**src/rtl/uart_tx_engine.sv**
```systemverilog
// UART transmit engine: one-entry holding register feeding a fractional-baud
// serialiser with configurable character size, parity, stop length and break.
module uart_tx_engine #(
  parameter int MAX_DATA_WIDTH = 9,
  parameter int MIN_DATA_WIDTH = 5,
  parameter int ACC_WIDTH      = 16
) (
  input  logic                      clk_i,
  input  logic                      rst_i,
  input  logic [ACC_WIDTH-1:0]      cr_acc_incr_i,
  input  logic [3:0]                cr_ds_i,
  input  logic [2:0]                cr_p_i,
  input  logic [1:0]                cr_s_i,
  input  logic                      valid_i,
  input  logic [MAX_DATA_WIDTH-1:0] data_i,
  output logic                      ready_o,
  input  logic                      break_i,
  output logic                      busy_o,
  output logic                      done_o,
  output logic                      uart_tx_o
);

  typedef enum logic [2:0] {
    S_IDLE   = 3'd0,
    S_START  = 3'd1,
    S_DATA   = 3'd2,
    S_PARITY = 3'd3,
    S_STOP   = 3'd4,
    S_BREAK  = 3'd5
  } state_t;

  function automatic logic [3:0] clamp_ds(input logic [3:0] ds);
    if (ds < 4'(MIN_DATA_WIDTH)) clamp_ds = 4'(MIN_DATA_WIDTH);
    else if (ds > 4'(MAX_DATA_WIDTH)) clamp_ds = 4'(MAX_DATA_WIDTH);
    else clamp_ds = ds;
  endfunction

  function automatic logic par_en(input logic [2:0] p);
    par_en = (p >= 3'b010) && (p <= 3'b101);
  endfunction

  // Stop length expressed in half-bit ticks.
  function automatic logic [3:0] stop_halves(input logic [1:0] s);
    case (s)
      2'b00:   stop_halves = 4'd2;
      2'b01:   stop_halves = 4'd3;
      default: stop_halves = 4'd4;
    endcase
  endfunction

  function automatic logic par_bit(input logic [2:0] p, input logic acc);
    case (p)
      3'b100:  par_bit = 1'b0;
      3'b101:  par_bit = 1'b1;
      default: par_bit = acc;
    endcase
  endfunction

  state_t                    r_state, w_state_d;
  logic [ACC_WIDTH-1:0]      r_acc, w_acc_d;
  logic [MAX_DATA_WIDTH-1:0] r_hold, r_shift, w_shift_d;
  logic                      r_hold_full, w_hold_full_d;
  logic [3:0]                r_cnt, w_cnt_d;
  logic                      r_par, w_par_d;
  logic [2:0]                r_p, w_p_d;
  logic [1:0]                r_s, w_s_d;
  logic                      r_tx, r_done, r_busy, r_ready;
  logic                      w_load, w_done_d, w_busy_d, w_line;
  logic [ACC_WIDTH:0]        w_sum;
  logic                      w_tick, w_half, w_accept;

  assign w_sum    = {1'b0, r_acc} + {1'b0, cr_acc_incr_i};
  assign w_tick   = w_sum[ACC_WIDTH];
  assign w_half   = w_tick | (~r_acc[ACC_WIDTH-1] & w_sum[ACC_WIDTH-1]);
  assign w_accept = valid_i & r_ready;

  // Next-state, datapath and holding-register control.
  always_comb begin
    w_state_d = r_state;
    w_acc_d   = w_sum[ACC_WIDTH-1:0];
    w_shift_d = r_shift;
    w_cnt_d   = r_cnt;
    w_par_d   = r_par;
    w_p_d     = r_p;
    w_s_d     = r_s;
    w_load    = 1'b0;
    w_done_d  = 1'b0;
    case (r_state)
      S_IDLE: begin
        if (break_i) begin
          w_state_d = S_BREAK;
        end else if (r_hold_full) begin
          w_load    = 1'b1;
          w_state_d = S_START;
          w_acc_d   = '0;
        end else begin
          w_state_d = S_IDLE;
        end
      end
      S_START: begin
        if (w_tick) w_state_d = S_DATA;
        else w_state_d = S_START;
      end
      S_DATA: begin
        if (w_tick) begin
          w_shift_d = {1'b0, r_shift[MAX_DATA_WIDTH-1:1]};
          w_par_d   = r_par ^ r_shift[0];
          if (r_cnt == 4'd1) begin
            if (par_en(r_p)) w_state_d = S_PARITY;
            else w_state_d = S_STOP;
            w_cnt_d = stop_halves(r_s);
          end else begin
            w_cnt_d = r_cnt - 4'd1;
          end
        end else begin
          w_state_d = S_DATA;
        end
      end
      S_PARITY: begin
        if (w_tick) begin
          w_state_d = S_STOP;
          w_cnt_d   = stop_halves(r_s);
        end else begin
          w_state_d = S_PARITY;
        end
      end
      S_STOP: begin
        if (w_half) begin
          if (r_cnt == 4'd1) begin
            w_done_d = 1'b1;
            if (r_hold_full && !break_i) begin
              w_load    = 1'b1;
              w_state_d = S_START;
              // Ending on a mid-bit half-tick: re-phase so the start bit is a full bit.
              if (!w_tick) w_acc_d[ACC_WIDTH-1] = 1'b0;
              else w_acc_d = w_sum[ACC_WIDTH-1:0];
            end else begin
              w_state_d = S_IDLE;
            end
          end else begin
            w_cnt_d = r_cnt - 4'd1;
          end
        end else begin
          w_state_d = S_STOP;
        end
      end
      S_BREAK: begin
        if (w_tick && !break_i) w_state_d = S_IDLE;
        else w_state_d = S_BREAK;
      end
      default: w_state_d = S_IDLE;
    endcase

    if (w_load) begin
      w_shift_d     = r_hold;
      w_cnt_d       = clamp_ds(cr_ds_i);
      w_par_d       = (cr_p_i == 3'b011);
      w_p_d         = cr_p_i;
      w_s_d         = cr_s_i;
      w_hold_full_d = 1'b0;
    end else begin
      w_hold_full_d = r_hold_full | valid_i;
    end
    w_busy_d = (w_state_d != S_IDLE) | w_hold_full_d;
  end

  // Serial line level for the current state.
  always_comb begin
    case (r_state)
      S_IDLE:   w_line = 1'b1;
      S_START:  w_line = 1'b0;
      S_DATA:   w_line = r_shift[0];
      S_PARITY: w_line = par_bit(r_p, r_par);
      S_STOP:   w_line = 1'b1;
      S_BREAK:  w_line = 1'b0;
      default:  w_line = 1'b1;
    endcase
  end

  // State, datapath and output registers.
  always_ff @(posedge clk_i or posedge rst_i) begin
    if (rst_i) begin
      r_state     <= S_IDLE;
      r_acc       <= '0;
      r_hold      <= '0;
      r_hold_full <= 1'b0;
      r_shift     <= '0;
      r_cnt       <= 4'd0;
      r_par       <= 1'b0;
      r_p         <= 3'b000;
      r_s         <= 2'b00;
      r_tx        <= 1'b1;
      r_done      <= 1'b0;
      r_busy      <= 1'b0;
      r_ready     <= 1'b1;
    end else begin
      r_state     <= w_state_d;
      r_acc       <= w_acc_d;
      r_shift     <= w_shift_d;
      r_cnt       <= w_cnt_d;
      r_par       <= w_par_d;
      r_p         <= w_p_d;
      r_s         <= w_s_d;
      r_hold_full <= w_hold_full_d;
      r_ready     <= ~w_hold_full_d;
      r_tx        <= w_line;
      r_done      <= w_done_d;
      r_busy      <= w_busy_d;
      if (w_accept) r_hold <= data_i;
    end
  end

  assign ready_o   = r_ready;
  assign busy_o    = r_busy;
  assign done_o    = r_done;
  assign uart_tx_o = r_tx;

endmodule

```
**config.mk**
```make
export PLATFORM = sky130hd
export DESIGN_NAME = uart_tx_engine
export DESIGN_NICKNAME = d
export VERILOG_FILES = /design/src/rtl/uart_tx_engine.sv
export SDC_FILE = /design/constraint.sdc
export NUM_CORES = 1
export LEC_CHECK = 0
export CORE_UTILIZATION = 40
export DETAILED_ROUTE_END_ITERATION = 10
export DONT_BUFFER_PORTS = 1
export SETUP_SLACK_MARGIN = 0.5
export SYNTH_ARGS = -nofsm -noshare
export SYNTH_HDL_FRONTEND = slang
export SYNTH_SLANG_ARGS = --single-unit
```
**constraint.sdc**
```tcl
create_clock -name clk_i -period 6.6 [get_ports clk_i]
set_input_delay 0.99 -clock clk_i [delete_from_list [all_inputs] [get_ports clk_i]]
set_output_delay 0.99 -clock clk_i [all_outputs]
set_load 0.01 [all_outputs]
```
# After elaboration in Yosys (flattened, before gate mapping)
# Cells that the tools add are included.
word_totals:
  register_bits: 52
  output_inout_bits: 4
  latchBits: 0
  rom_bits: 0
  ram_bits: 0
  memories: 0
classes:
  n_reduce_logical: 13
  bitwise_logic: 8
  shifts: 0
  n_lt_le_gt_ge: 4
  n_mux: 47
  div: 0
  add_sub_neg: 2
  eq_ne: 14
  multipliers: 0
ops:
  columns: ["cell", "n"]
  rows:
  - ["two-way mux 16 bit", 5]
  - ["two-way mux 4 bit", 8]
  - ["one-hot mux 16 bit (2 select lines)", 1]
  - ["two-way mux 9 bit", 3]
  - ["two-way mux 3 bit", 8]
  - ["one-hot mux 3 bit (6 select lines)", 1]
  - ["adder 16 x 16 -> 17 bit", 1]
  - ["two-way mux 1 bit", 15]
  - ["== test 3 bit, second input constant", 4]
  - ["inequality test 3 bit, second input constant", 4]
  - ["one-hot mux 4 bit (3 select lines)", 1]
  - ["== test 3 x 2 -> 1 bit, second input constant", 3]
  - ["one-hot mux 3 bit (2 select lines)", 1]
  - ["AND reduction 5 bit", 1]
  - ["== test 4 x 1 -> 1 bit, second input constant", 1]
  - ["> comparator 4 bit, second input constant", 1]
  - ["less-than comparator 4 x 3 -> 1 bit, second input constant", 1]
  - ["one-hot mux 1 bit (2 select lines)", 2]
  - ["nonzero test 2 bit", 2]
  - ["nonzero test 4 bit", 1]
  - ["subtractor 4 x 1 -> 4 bit, second input constant", 1]
  - ["== test 3 x 1 -> 1 bit, second input constant", 1]
  - [">= comparator 3 x 2 -> 1 bit, second input constant", 1]
  - ["<= comparator 3 bit, second input constant", 1]
  - ["14 further kinds", 20]

# Longest topological paths before layout
depth:
  depth_word: 8
  ltp_mapped: 12
  mapped_depth_nobuf: 11

# Least setup slack after synthesis
# OpenSTA, ideal clock, no wires.
synth_path:
  path_kind: "input -> register"
  startpoint: "input port cr_acc_incr_i[0]"
  endpoint: "register r_busy, in the netlist busy_o"
  n_path_buf: 0
  path_stages: 11
  slack_ps: 3097
  required_ps: 6461
  setup_ps: 139
  arrival_time_ps: 3364
  path_cell_list: "ha_1 > inv_1 > fa_1 > nand2b_1 > a21oi_1 > o211ai_1 > a21o_1 > o211ai_1 > a21oi_1 > a311o_1 > or4_1"
synth_via:
  elab_chain_cells: 7
synth_lines:
  columns: ["item", "line", "source"]
  rows:
  - ["start, declared", "10", "input logic [ACC_WIDTH-1:0] cr_acc_incr_i,"]
  - ["adder 16 x 16 -> 17 bit *", "72", "assign w_sum = {1'b0, r_acc} + {1'b0, cr_acc_incr_i};"]
  - ["bitwise AND 1 bit", "74", "assign w_half = w_tick | (~r_acc[ACC_WIDTH-1] & w_sum[ACC_WIDTH-1]);"]
  - ["OR 1 bit", "74", null]
  - ["two-way mux 3 bit", "128", "if (w_half) begin"]
  - ["one-hot mux 3 bit (6 select lines) *", "88", "case (r_state)"]
  - ["via w_state_d[2]", "59", "state_t r_state, w_state_d;"]
  - ["nonzero test 3 bit *", "164", "w_busy_d = (w_state_d != S_IDLE) | w_hold_full_d;"]
  - ["OR 1 bit *", "164", null]
  - ["via w_busy_d", "68", "logic w_load, w_done_d, w_busy_d, w_line;"]
  - ["end signal, assigned", "208", "r_busy <= w_busy_d;"]
  - ["end, declared", "67", "logic r_tx, r_done, r_busy, r_ready;"]
# The timed path passes the listed nets; every way through them passes the cells marked *.
# A chain may end at the register's enable or synchronous reset.

# Final worst setup path
layout_path:
  startpoint: "input port cr_acc_incr_i[0]"
  endpoint: "register r_shift[7]"
layout_via:
  elab_chain_cells: 7
layout_lines:
  columns: ["item", "line", "source"]
  rows:
  - ["adder 16 x 16 -> 17 bit *", "72", null]
  - ["bitwise AND 1 bit", "74", null]
  - ["OR 1 bit", "74", null]
  - ["two-way mux 1 bit", "128", null]
  - ["one-hot mux 1 bit (2 select lines)", "88", null]
  - ["nonzero test 2 bit (no source line)", null, null]
  - ["AND reduction 2 bit (no source line)", null, null]
  - ["end signal, assigned", "199", "r_shift <= w_shift_d;"]
  - ["end, declared", "61", "logic [MAX_DATA_WIDTH-1:0] r_hold, r_shift, w_shift_d;"]
# Mark *: on every way between the ends. The rest lies on a longest branch, timed or not.

==> key figures <==
Clock network
  – Root Driver: clkbuf_8
  – CTS buffer count: 5
  – Worst skew pair latency: roughly 0.32 ns
  – CTS clock-pin slew for the worst setup and hold paths: about 0.10 ns
  – CTS H-tree depth: 2
  – Post-CTS setup buffers: 0
  – Cts repair resizes: 0
  – Clock Tree Buf Depth: 2
  – CTS tree: yes
  – Clock sink count: 52
  – Hold_buf cts: 0

Worst setup path
  – Cell mode on critical path: a21o_1
  – Max incr delay on CP: roughly 0.96 ns
  – Crit path kind: in -> reg
  – Crit path cell chain: ha_1 > inv_1 > fa_1 > nand2b_1 > a21oi_1 > o211ai_1 > a21o_1 > nor3_1 > nor2_1 > a21o_1
  – Crit path launch type: input port
  – CP max FO: 11
  – Required time of the worst setup path: 6.81 ns
  – Reg2reg setup slack: 3.05 ns
  – Critical Path End Type: flop
  – Slowest CP cell: nor3_1
  – Worst path arrival time: 4.06 ns

Pwr
  – Max rail drop VDD: 0.180 mV
  – Share of total power in the clock network: 0.125
  – Pint: 0.000917 W
  – Gate power share: 0.504
  – Total power: approximately 0.0016 W
  – Sw Ratio: 0.414
  – Sequential power share: 0.371
  – Leak: between 1 and 1.5 nW
  – Cell Pwr Density: roughly 490 nW/um^2
  – Net Sw Power: 0.000649 W

Synthesis
  – Sequential area share after synthesis: 0.433
  – Syn avg cell area: a little under 10 sq um
  – Ys async rst share: 1.00
  – Syn nets: 367
  – EDFF count, synth: 0
  – Area contributors post-synth: dfrtp_1, ha_1, a21oi_1, nand2_1, nor2_1
  – Synth Register Bits: 52
  – Synth Cell Area: 3010 sq um
  – Cell taking the most area after synthesis: dfrtp_1
  – Post-synth top cells: dfrtp_1, nand2_1, a21oi_1, nor2_1, ha_1
  – Top cell type's share of synthesized area: 0.416
  – Synth Flop Type: dfrtp_1
  – Count leader, synth: dfrtp_1
  – Post-Synthesis Cells: 310
  – Yosys cell types: 52
  – Yosys Warn Count: 0

Status
  – Status: complete, no violations

Final layout
  – Synth-to-Final Area Change: 6.69%
  – Post-Layout Cell Count: between 400 and 500
  – Ant diodes: 0
  – Nets: 367
  – Layout cell share with drive strength beyond 1: 0.113

STA
  – Final setup violation count: 0
  – RSZ-0062 raised after global routing: false
  – Clock period minus final worst setup slack: 3.84 ns
  – Worst-Margin Slew: between 1 and 1.5 ns
  – Worst Skew: 0.0128 ns
  – Hold Vio Cnt, Final: 0
  – Setup TNS: 0 ns
  – Max Clk Rate: 260 MHz
  – Max-slew headroom: 0.213
  – Final Max Tran Viols: 0
  – Final worst slack: 2.76 ns
  – Crit share post-route: 0.582

Route
  – Detail Route Antenna Nets: 0
  – Drt first pass iters: 4
  – Residual DRC count: 0
  – Final wirelength: 5790 um
  – Vias per inst: 5.40
  – Routed WL per cell: 14.1 um
  – Via Count: 2216
  – Drt initial violations: 126

GRT
  – Grt ovf: 0
  – GRT Resource Usage Total: 0.157
  – Number of global-route vias before repair: 2079
  – First-pass GRT wire length: 9530 um
  – Largest net degree at the start of global routing: 53
  – Initial antenna violation count: 0

Place
  – DP HPWL: about 4200 um
  – # placed instances: about 400
  – PortBufs: 0
  – Final GP Congestion: 0.817
  – Dpl ws: approximately 2.4 ns

Floorplan
  – Std cell rows: 31
  – Initial Util: 0.415
  – I/O pin count: 42
  – Core area: 7250 sq um
  – Die Area: ~7900 sq um
  – Die Wd: 88.7 um
  – Die height: 88.7 um

Hold path
  – Hold/Removal Path Class: reg -> reg

Flow run
  – Max_cap viols: 0
-- worst max-delay path, delay by kind of cell --
kind,cells,cell delay (ns)
simple gates,3,1.48
compound gates,4,0.95
fa+ha+maj,2,0.57
buf+inv,1,0.07
-- routing by layer --
layer / wire length [um] / vias up / GRT usage
li1: - / 1108 / -
met1: 2840 / 1060 / 0.207
met2: 2620 / 43 / 0.255
met3: 275 / 5 / 0.0410
met4: 57 / 0 / 0.0455
met5: 0 / - / 0
-- state kept, by name, summed over array words and instances, names as in the netlist --
name         cells
r_state          3
r_s              2
busy_o           1
done_o           1
ready_o          1
r_cnt            4
r_p              3
uart_tx_o        1
r_hold           9
r_par            1
r_shift          9
r_acc           16
r_hold_full      1
-- placed cells by master, fill, tap and decap left out, types with 8 or more instances in the layout --
| cell type | netlist | final |
|---|---|---|
| mux2_2 | 9 | 9 |
| nor2_1 | 29 | 29 |
| o21ai_0 | 12 | 12 |
| nand2_1 | 32 | 32 |
| a22o_1 | 8 | 8 |
| a21o_1 | 13 | 13 |
| dfrtp_1 | 50 | 50 |
| a21oi_1 | 31 | 31 |
| ha_1 | 18 | 18 |
| inv_1 | 11 | 10 |
| xor2_1 | 8 | 8 |
-- layout make-up --
cell class	instances	area, sq um
fill	723	4040
clock buffer	5	68.8
sequential	52	1300
timing repair buffer	2	15.0
inverter	11	41.3
multi-input combinational	238	1630
clock inverter	3	27.5
tap	99	124
-- cells by family after synthesis --
logic type	share of synthesized area
AOI/OAI and AO/OA	0.207
xor gates and xnor gates	0.0437
adders and majority gates	0.0815
buffers and inverters	0.0249
DFF	0.433
muxes	0.0437
and+or+nand+nor	0.166
-- metrics by stage --
stage                      util  hold WS, ns  cell area, sq um
after global placement    0.429        0.462              3110
after global routing      0.443        0.506              3210
final                     0.443        0.485              3210
after detailed placement  0.429        0.466              3110
after CTS                 0.443        0.492              3210
after floorplan               -        0.444              3010
-- final timing paths --
path / startpoint / end / cells past startpoint
min in group asynchronous: rst_i / r_shift[1]$_DFFE_PP0P_ / 2
worst min-delay path: r_p[0]$_DFFE_PP0N_ / r_p[0]$_DFFE_PP0N_ / 2
max in group asynchronous: rst_i / r_acc[12]$_DFF_PP0_ / 2
worst max-delay path: cr_acc_incr_i[0] / r_shift[7]$_DFFE_PP0P_ / 10
worst max register to register: r_acc[0]$_DFF_PP0_ / r_shift[7]$_DFFE_PP0P_ / 10
worst min register to register: r_p[0]$_DFFE_PP0N_ / r_p[0]$_DFFE_PP0N_ / 2
-- power by group through the flow --
stage | logic [W] | clock network (W) | registers, W
2_1_floorplan | 0.000685 | 0 | 0.000544
3_3_place_gp | 0.000777 | 0 | 0.000586
3_5_place_dp | 0.000790 | 0 | 0.000587
4_1_cts | 0.000795 | 0.000202 | 0.000581
5_1_grt | 0.000897 | 0.000215 | 0.000601
6_report | 0.000789 | 0.000196 | 0.000581
Note: power is estimated with default switching activity, not from simulation.
==> variant: new RTL, same flow settings <==
The 6 states of `state_t` get a Gray code encoding in 3 bits.
--- a/src/rtl/uart_tx_engine.sv
+++ b/src/rtl/uart_tx_engine.sv
@@ -23,8 +23,8 @@
   typedef enum logic [2:0] {
-    S_IDLE   = 3'd0,
-    S_START  = 3'd1,
-    S_DATA   = 3'd2,
-    S_PARITY = 3'd3,
-    S_STOP   = 3'd4,
-    S_BREAK  = 3'd5
+    S_IDLE   = 3'b000,
+    S_START  = 3'b001,
+    S_DATA   = 3'b011,
+    S_PARITY = 3'b010,
+    S_STOP   = 3'b110,
+    S_BREAK  = 3'b111
   } state_t;
Formal check against the unedited RTL: no difference found for any inputs over 4 cycles, from zero or initial values and one cycle with rst_i high; so few cycles prove little.
==> variant against the original RTL <==
Utilization shrank 0.63 points; sequential power grew 2%; critical endpoint is now r_shift[0]$_DFFE_PP0P_; clock power grew 3%; first-iteration DRC count shrank 47%; non-clock buffer count shrank 1; sequential share of layout area shrank 1.9 points; power grew 11%; worst setup slack gained 370 ps; design area grew 5.0%; sequential cell count is the same; routed wire length grew 4.8%; synthesized area grew 6.0%; global-route usage shrank 0.51 points; combinational power grew 19%.
==> variant: results (changes against the original RTL) <==
[synthesis]
synth_area_leaders = dfrtp_1 (39%), ha_1 (7.1%), mux2_2 (6.7%)
synth_seq_cells = 52  ; unchanged
ys_types = 62  ; +19%
synth_compound_area_frac = 0.173  ; -0.0337
yosys_warnings = 0  ; unchanged
synth_mux_area_frac = 0.147  ; +0.103
synth_nets = 352  ; -4.1%
synth_common_cells = dfrtp_1 (50), nor2_1 (26), a21oi_1 (19), mux2_2 (19), ha_1 (18)
synth_xor_area_frac = 0.0330  ; -0.0107
synthCells = 295  ; -4.8%
synthAdderAreaFrac = 0.0769  ; -0.00460
ys_seq_area_frac = 0.409  ; -0.0245
netlist_area_mm2 = 0.00319  ; +6.0%

[critical_path]
max_stage_delay_ps = 660  ; -300 ps
critPathTopFamily = compound AO/OA/AOI/OAI gates
crit_arrival_ps = 3690  ; -370 ps
worst_path_max_delay_cell = o21ai_4
reg2reg_slack_ps = 3450  ; +400 ps
worstPathMaxFanout = 21  ; +10

[clocking]
clockBufferDepth = 2  ; unchanged
cts_root_buf = clkbuf_8

[final_layout]
clkCellAreaFrac = 0.0289  ; -0.00107
multi_input_cells = 221  ; -7.1%
buffers = 1  ; -1
syn_to_final_growth_pct = 5.73
sh_seq_area = 0.387  ; -0.0194
nFillCells = 742  ; +2.6%
nonClkBufAreaFrac = 0.00223  ; -0.00245
drive_gt1_frac = 0.205  ; +0.0928
inv_count = 15  ; +4
final_util = 0.436  ; -0.00628
multi_input_comb_area_mm2 = 0.00178  ; +9.1%
final_cell_count_no_fill = 399  ; -2.7%

[detailed_routing]
drtPass1Iterations = 4  ; unchanged
num_vias = 2124  ; -4.2%
wl_per_cell_um = 15.2  ; +7.7%
dr.first_iter.drc_count = 67  ; -47%

[timing]
whs_ps = 515  ; +30.1 ps
fin_crit_ps = 3480  ; -365 ps
finClkSkew_ps = 11.6  ; -1.21 ps
worst_pin_slew_ps = 848  ; -324 ps

[global_routing]
grt_pass1_wl_um = 9910  ; +4.0%
grt_pass1_vias = 2029  ; -2.4%
antenna_found_initial = 0  ; unchanged

[placed_design]
dpl.hpwl_um = 4430  ; +5.6%
place_area_mm2 = 0.00327  ; +5.1%
post-place-cells = 391  ; -2.7%
place_congestion = 0.818  ; +0.12%
place_ws_ps = 2780  ; +403 ps

[power_and_ir_drop]
ir_worst_vdd_mv = 0.192  ; +6.6%
p_leak_nw = 1.48  ; +2.1%

[status]
outcome = completed

[variant: cell families (layout without fill, tap and decap cells)]
logic type / after synthesis / count (layout)
buffers and inverters: 22 / 24
adder cells (fa/ha/maj): 19 / 19
AND/OR/NAND/NOR: 77 / 77
AO/OA/AOI/OAI: 75 / 75
multiplexers: 38 / 38
XOR/XNOR: 12 / 12
flip-flops: 52 / 52
[variant: worst paths after layout]
| path | cells past startpoint | startpoint | to |
|---|---|---|---|
| min in group asynchronous | 2 | rst_i | r_hold[8]$_DFFE_PP0P_ |
| worst max register to register | 11 | r_acc[0]$_DFF_PP0_ | r_shift[0]$_DFFE_PP0P_ |
| worst max-delay path | 11 | cr_acc_incr_i[0] | r_shift[0]$_DFFE_PP0P_ |
| worst min register to register | 1 | r_hold[3]$_DFFE_PP0P_ | r_shift[3]$_DFFE_PP0P_ |
| worst min-delay path | 1 | r_hold[3]$_DFFE_PP0P_ | r_shift[3]$_DFFE_PP0P_ |
| max in group asynchronous | 2 | rst_i | r_acc[6]$_DFF_PP0_ |
[variant: layer usage]
metal	track usage	share of wire	wire length, um	vias up
met4	0.0542	0.011	68	0
met1	0.201	0.47	2830	1019
met3	0.0410	0.046	279	4
met5	0	0	0	-
met2	0.240	0.48	2890	41
li1	-	-	-	1060
[variant: worst reg2reg max path, stage by stage, from the launching register on]
cell and delay [ps]:
dfrtp_1 340, ha_1 180, inv_1 60, fa_1 420
nor2b_4 160, o31a_4 160, o21ai_4 80, o221a_4 250
and2_4 180, o21a_4 140, o21ai_4 660, mux2_2 420
[variant: report_power, final]
part / switching (mW) / total (mW) / internal, mW
clock: 0.122 / 0.202 / 0.0805
combinational: 0.458 / 0.935 / 0.477
sequential: 0.111 / 0.593 / 0.483
total: 0.691 / 1.73 / 1.04
